`config.mk`:
```
export PLATFORM = sky130hd
export DESIGN_NAME = binario_bcd_seq
export DESIGN_NICKNAME = d
export VERILOG_FILES = /design/src/rtl/binario_bcd_seq.sv
export SDC_FILE = /design/constraint.sdc
export NUM_CORES = 1
export LEC_CHECK = 0
export ABC_AREA = 1
export CORE_MARGIN = 2
export CORE_UTILIZATION = 48
export CTS_CLUSTER_DIAMETER = 30
export CTS_CLUSTER_SIZE = 30
export DETAILED_ROUTE_END_ITERATION = 16
export PLACE_DENSITY_LB_ADDON = 0.12
export SETUP_SLACK_MARGIN = 0.1
export SYNTH_ARGS = -nofsm -noshare
export SYNTH_HDL_FRONTEND = slang
export SYNTH_SLANG_ARGS = --single-unit
export TNS_END_PERCENT = 50
```
`constraint.sdc`:
```
create_clock -name clk -period 1.1 [get_ports clk]
set_input_delay 0.22 -clock clk [delete_from_list [all_inputs] [get_ports clk]]
set_output_delay 0.22 -clock clk [all_outputs]
set_load 0.02 [all_outputs]
```
`src/rtl/binario_bcd_seq.sv`:
```
// Sequential binary-to-BCD converter using shift-and-add-3, one input bit per clock.
// Optional leading-zero blank mask output enabled by macro BINARIO_BCD_APAGAR_EN.
module binario_bcd_seq #(
  parameter int BIN_W = 8,
  parameter int NDIG  = 3
) (
  input  logic                clk,
  input  logic                rst_n,
  input  logic                inicio,
  input  logic [BIN_W-1:0]    binario,
  output logic                ocupado,
  output logic                pronto,
  output logic [4*NDIG-1:0]   bcd
`ifdef BINARIO_BCD_APAGAR_EN
  ,
  output logic [NDIG-1:0]     apagar
`endif
);

  localparam int CNT_W = $clog2(BIN_W + 1);
  localparam int SW    = 4 * NDIG + BIN_W;

  typedef enum logic [1:0] {
    IDLE,
    CONV,
    FIM
  } state_t;

  state_t              state_q, state_d;
  logic [BIN_W-1:0]    shift_q, shift_d;
  logic [4*NDIG-1:0]   scratch_q, scratch_d;
  logic [CNT_W-1:0]    cnt_q, cnt_d;
  logic [4*NDIG-1:0]   bcd_q, bcd_d;
  logic                pronto_q, pronto_d;
  logic [4*NDIG-1:0]   adj;
  logic [SW-1:0]       shifted;

`ifdef BINARIO_BCD_APAGAR_EN
  logic [NDIG-1:0]     apagar_q, apagar_d;
  logic [NDIG-1:0]     blank;

  // A digit is blanked only when it and every more significant digit are zero.
  always_comb begin : blankMask
    logic zeroAbove;
    blank     = '0;
    zeroAbove = 1'b1;
    for (int i = NDIG - 1; i >= 1; i--) begin
      zeroAbove = zeroAbove & (scratch_q[4*i +: 4] == 4'd0);
      blank[i]  = zeroAbove;
    end
  end

  assign apagar = apagar_q;
`endif

  always_comb begin
    adj = scratch_q;
    for (int i = 0; i < NDIG; i++) begin
      if (scratch_q[4*i +: 4] >= 4'd5) begin
        adj[4*i +: 4] = scratch_q[4*i +: 4] + 4'd3;
      end
    end
    shifted = {adj, shift_q} << 1;
  end

  always_comb begin
    state_d   = state_q;
    shift_d   = shift_q;
    scratch_d = scratch_q;
    cnt_d     = cnt_q;
    bcd_d     = bcd_q;
    pronto_d  = 1'b0;
`ifdef BINARIO_BCD_APAGAR_EN
    apagar_d  = apagar_q;
`endif
    case (state_q)
      IDLE: begin
        if (inicio) begin
          shift_d   = binario;
          scratch_d = '0;
          cnt_d     = CNT_W'(BIN_W);
          state_d   = CONV;
        end
      end
      CONV: begin
        {scratch_d, shift_d} = shifted;
        cnt_d = cnt_q - CNT_W'(1);
        if (cnt_q == CNT_W'(1)) begin
          state_d = FIM;
        end
      end
      FIM: begin
        // Result and pulse are registered here, so they appear on the first IDLE cycle.
        bcd_d    = scratch_q;
        pronto_d = 1'b1;
`ifdef BINARIO_BCD_APAGAR_EN
        apagar_d = blank;
`endif
        state_d  = IDLE;
      end
      default: state_d = IDLE;
    endcase
  end

  always_ff @(posedge clk) begin
    if (!rst_n) begin
      state_q   <= IDLE;
      shift_q   <= '0;
      scratch_q <= '0;
      cnt_q     <= '0;
      bcd_q     <= '0;
      pronto_q  <= 1'b0;
`ifdef BINARIO_BCD_APAGAR_EN
      apagar_q  <= {{(NDIG-1){1'b1}}, 1'b0};
`endif
    end else begin
      state_q   <= state_d;
      shift_q   <= shift_d;
      scratch_q <= scratch_d;
      cnt_q     <= cnt_d;
      bcd_q     <= bcd_d;
      pronto_q  <= pronto_d;
`ifdef BINARIO_BCD_APAGAR_EN
      apagar_q  <= apagar_d;
`endif
    end
  end

  assign ocupado = (state_q != IDLE);
  assign pronto  = pronto_q;
  assign bcd     = bcd_q;

endmodule

```
; Word level (Yosys, flattened, before mapping)
; Index checks and enable logic that the tools add are counted.
[word_totals]
latch_bits = 0
mem_bits_rw = 0
register_bits = 39
n_memories = 0
wordCells = 36
romBits = 0
[classes]
n_reduce_logical = 5
addsub = 4
mul = 0
n_mux = 13
n_div = 0
magnitude_cmp = 3
n_eq_ne = 5
bitwise_logic = 0
shift = 0
[op_table]
columns = op, count
row1 = 12-bit case mux with 2 select lines, 1
row2 = 8-bit case mux with 2 select lines, 1
row3 = "4-bit by 3-bit greater-or-equal comparator with 1-bit output, second input constant", 3
row4 = 12-bit two-way mux, 1
row5 = 4-bit two-way mux, 3
row6 = "4-bit by 2-bit adder with 4-bit output, second input constant", 2
row7 = 8-bit two-way mux, 1
row8 = 4-bit case mux with 2 select lines, 1
row9 = "4-bit by 1-bit equality test with 1-bit output, second input constant", 1
row10 = 2-bit two-way mux, 2
row11 = "2-bit inequality test, second input constant", 2
row12 = 2-bit case mux with 2 select lines, 1
row13 = 2-bit AND reduction, 2
row14 = 2-bit nonzero test, 2
row15 = "4-bit by 1-bit subtractor with 4-bit output, second input constant", 1
row16 = "3-bit by 2-bit adder with 3-bit output, second input constant", 1
row17 = 3-bit two-way mux, 1
row18 = "2-bit by 1-bit equality test with 1-bit output, second input constant", 1
row19 = "2-bit equality test, second input constant", 1
row20 = 2-bit logical NOT, 1
row21 = 1-bit two-way mux, 1

; Longest topological paths before layout
[logic_depth]
depth_word = 3
mapped_depth = 9
ltp_nobuf = 9

; Worst setup path after synthesis
; OpenSTA, ideal clock, no wires.
[synth_path]
path_type = register to register
from = register scratch_q[4]
to = register scratch_q[8]
arrival_ns = 1.095
slack_ns = -0.060
setup_time_ns = 0.064
path_stages_with_launch = 10
path_buffers = 0
cell_sequence = dfxtp_1 > inv_1 > ha_1 > inv_1 > nand2_1 > nand3_1 > nand2_1 > nor2_1 > nor2_1 > nor2_1
[synth_between]
elab_chain_cells = 3
elab_cells_between_ends = 4
classes_between = add/sub (1) / order compare (1) / mux (2)
[synth_rtl]
columns = element, line_no
row1 = from (decl), 31  ; logic [4*NDIG-1:0] scratch_q, scratch_d;
row2 = from (signal assigned), 119  ; scratch_q <= scratch_d;
row3 = 4-bit by 2-bit adder with 4-bit output or 4-bit by 3-bit greater-or-equal comparator with 1-bit output (tied branches), "60, 59"
row4 = 4-bit two-way mux *, 59  ; if (scratch_q[4*i +: 4] >= 4'd5) begin
row5 = 12-bit case mux with 2 select lines *, 76  ; case (state_q)
; Every way passes the cells marked *; elsewhere a longest branch is shown, timed or not.
; A chain may end at the register's enable or synchronous reset.

; Final worst setup path
[layout_path]
from = register scratch_q[0]
to = register scratch_q[4]
; Same word-level chain as after synthesis.

==> results.sh <==
export IMPL_io_pins=25
export IMPL_netlist_area_um2=1840
export IMPL_fill_cells=294
export IMPL_yosys_area_top_type="dfxtp_1"
export IMPL_final_layout_size_suffix_gt1_share_pct=44.3
export IMPL_hpwl_um=2970
export IMPL_multi_input_area_um2=1110
export IMPL_overflow=0
export IMPL_grt_total_usage_pct=22.7
export IMPL_clock_latency_ns=0.29
export IMPL_place_gp_congestion=0.843
export IMPL_start_kind="flip-flop"
export IMPL_rsz0062_at_grt="true"
export IMPL_synth_xor_area_share_pct=0
export IMPL_slew_violations=0
export IMPL_path_cells="inv_4, ha_4, inv_2, nand2_4, nand3_4, nand2_2, nor2_2, nor2_1, nor2_1"
export IMPL_cts_reportedPaths_clkPinSlew_ns=0.07
export IMPL_ir_drop_mv=1.01
export IMPL_synthToLayoutAreaGrowth_pct=42.6
export IMPL_ctsHtreeMaxLevel=2
export IMPL_syn_avg_cell_area_um2=7.69
export IMPL_cp_max_fo=4
export IMPL_routed_wirelength_um=4540
export IMPL_layout_nets=305
export IMPL_regArea_um2=800
export IMPL_die_y_um=65.9
export IMPL_root_buffer="clkbuf_8"
export IMPL_syn_num_nets=258
export IMPL_async_flop_share_pct=0
export IMPL_cp_arrival_ns=1.43
export IMPL_synth_area_top_cells="dfxtp_1 42%, nand2_1 9.2%, a21oi_1 6.5%, ha_1 5.4%, o21ai_0 5.2%"
export IMPL_core_area_um2=3660
export IMPL_dieWidth_um=65.9
export IMPL_tightest_slew_ns=0.292
export IMPL_max_stage_delay_ns=0.39
export IMPL_drt_pass1_iterations=4
export IMPL_cts_sinks=39
export IMPL_tns_ns=-0.708
export IMPL_grt_pass1_vias=1622
export IMPL_utilization_pct=71.6
export IMPL_layout_setup_ws_ns=-0.109
export IMPL_p_leak_nw=1.11
export IMPL_finalHoldViolCount=0
export IMPL_grt_pass1_wl_um=7350
export IMPL_start_util_pct=50.2
export IMPL_yosysMostFrequentCell="nand2_1"
export IMPL_outcome="finished with violations"
export IMPL_yosysWarnings=0
export IMPL_antenna_found_initial=0
export IMPL_layoutNonFillerInstCount=335
export IMPL_synthCells=239
export IMPL_ys_ff_latch=39
export IMPL_violations="negative setup slack"
export IMPL_synthAdderAreaFrac_pct=5.45
export IMPL_synth_top_family_by_area="simple AND/OR/NAND/NOR gates"
export IMPL_ys_seq_area_share_pct=42.5
export IMPL_skew_ns=0.00597
export IMPL_hold_slack_ns=0.472
export IMPL_ant_nets=0
export IMPL_num_rows=22
export IMPL_vias=1746
export IMPL_synth_top_area_share_pct=42.5
export IMPL_critPathBufInv=2
export IMPL_cap_viol_max_count=0
export IMPL_grt_max_degree=24
export IMPL_portBuffers=24
export IMPL_yosys_area_share_simple_pct=24.4
export IMPL_crit_top_cell="nor2_1"
export IMPL_synth_compound_area_share_pct=18.3
export IMPL_die_area_um2=4340
export IMPL_critical_path_class="flip-flop to flip-flop"
export IMPL_clock_fmax_mhz=827
export IMPL_worstHoldPathType="flip-flop to flip-flop"
export IMPL_numCtsBuffers=5
export IMPL_ys_top_cells_by_count="45 x nand2_1, 39 x dfxtp_1, 25 x inv_1"
export IMPL_slowest_stage="dfxtp_4"
export IMPL_finalSetupViolations=21
export IMPL_vias_per_cell=5.21
export IMPL_p_per_area_nw_per_um2=1150
export IMPL_synth_area_mux_share_pct=0
export IMPL_diodes=0
export IMPL_drc=0
export IMPL_synth_flop_cell="dfxtp_1"
export IMPL_endpoint_kind="flip-flop"
export IMPL_finalCritPeriodShare_pct=110
export IMPL_hold_buffers=0
export IMPL_relSlewSlack_pct=80.5
export IMPL_ys_types=23
export IMPL_required_ns=1.32
export IMPL_period_needed_ns=1.21
export IMPL_drt_iter0_markers=112
export IMPL_cts_tree="built"
export IMPL_placedCellCount=324
export IMPL_wl_per_cell_um=13.6
export IMPL_cts_buffer_depth=2
export IMPL_crit_family="simple AND/OR/NAND/NOR gates"
export IMPL_synth_edff_count=0
## area by class of cell
| cell class | instances | share of cell area (%) |
|---|---|---|
| repair inverters | 1 | 0.239 |
| inverters | 29 | 5.01 |
| well taps | 48 | 2.29 |
| repair buffers | 47 | 15.8 |
| multi-input cells | 163 | 42.3 |
| clock buffers | 8 | 3.82 |
| flip-flops and latches | 39 | 30.5 |
## layout by cell type, fill, tap and decap left out, types with 9 or more instances in the layout
| master | count |
|---|---|
| clkdlybuf4s50_1 | 9 |
| inv_1 | 16 |
| nand3_1 | 12 |
| buf_4 | 26 |
| nand2_2 | 16 |
| nor2_1 | 15 |
| dfxtp_1 | 28 |
| a21oi_1 | 21 |
| nand2_1 | 33 |
| dfxtp_2 | 9 |
## flip-flops by register name, indices dropped and copies added (netlist names)
register / count
shift_q: 8
bcd: 12
state_q: 2
scratch_q: 12
cnt_q: 4
pronto: 1
## layer usage
layer	up-vias	GRT usage, %	wire, um
met2	61	38.8	2290
met5	-	0	0
met4	0	9.38	98
met1	799	27.1	1900
li1	877	-	-
met3	9	5.79	254
## where the power goes
part / total, mW / switching, mW / internal (mW)
combinational: 0.467 / 0.268 / 0.199
clock: 1.04 / 0.471 / 0.572
sequential: 1.49 / 0.0350 / 1.46
total: 3.00 / 0.774 / 2.23
## kinds of logic (layout without fill, tap and decap cells)
family                   Yosys count  in the layout
buffers and inverters             37             85
adder cells (fa/ha/maj)            8              8
AND/OR/NAND/NOR                   99             99
AO/OA/AOI/OAI                     56             56
flip-flops                        39             39
## through the flow
step	power [mW]	setup slack [ns]	instance area (um^2)
after floorplan	1.75	0.0677	1940
final	3.00	-0.109	2620
after global placement	1.89	-0.176	2350
after detailed placement	1.90	-0.212	2350
after CTS	2.99	-0.0645	2510
after global routing	3.13	-0.146	2620
## repair_timing
| item | in CTS | in global routing |
|---|---|---|
| gates cloned | 2 | 0 |
| setup endpoints to repair | 51 | 49 |
| gates resized for setup | 104 | 29 |
| buffers inserted | 1 | 0 |
| pin swaps | 14 | 9 |
## worst reg2reg max path, stage by stage (launching register included)
cell and delay (ns):
dfxtp_4 0.39, inv_4 0.05, ha_4 0.15, inv_2 0.06
nand2_4 0.06, nand3_4 0.12, nand2_2 0.07, nor2_2 0.11
nor2_1 0.05, nor2_1 0.07
## final timing paths
path	slack [ns]	startpoint	endpoint	depth (start not counted)
worst max-delay path	-0.11	scratch_q[0]$_SDFFE_PN0P_	scratch_q[4]$_SDFFE_PN0P_	9
worst min-delay path	0.47	scratch_q[9]$_SDFFE_PN0P_	scratch_q[9]$_SDFFE_PN0P_	2
worst max register to register	-0.11	scratch_q[0]$_SDFFE_PN0P_	scratch_q[4]$_SDFFE_PN0P_	9
worst min register to register	0.47	scratch_q[9]$_SDFFE_PN0P_	scratch_q[9]$_SDFFE_PN0P_	2
Power figures use the tool's default switching activity.
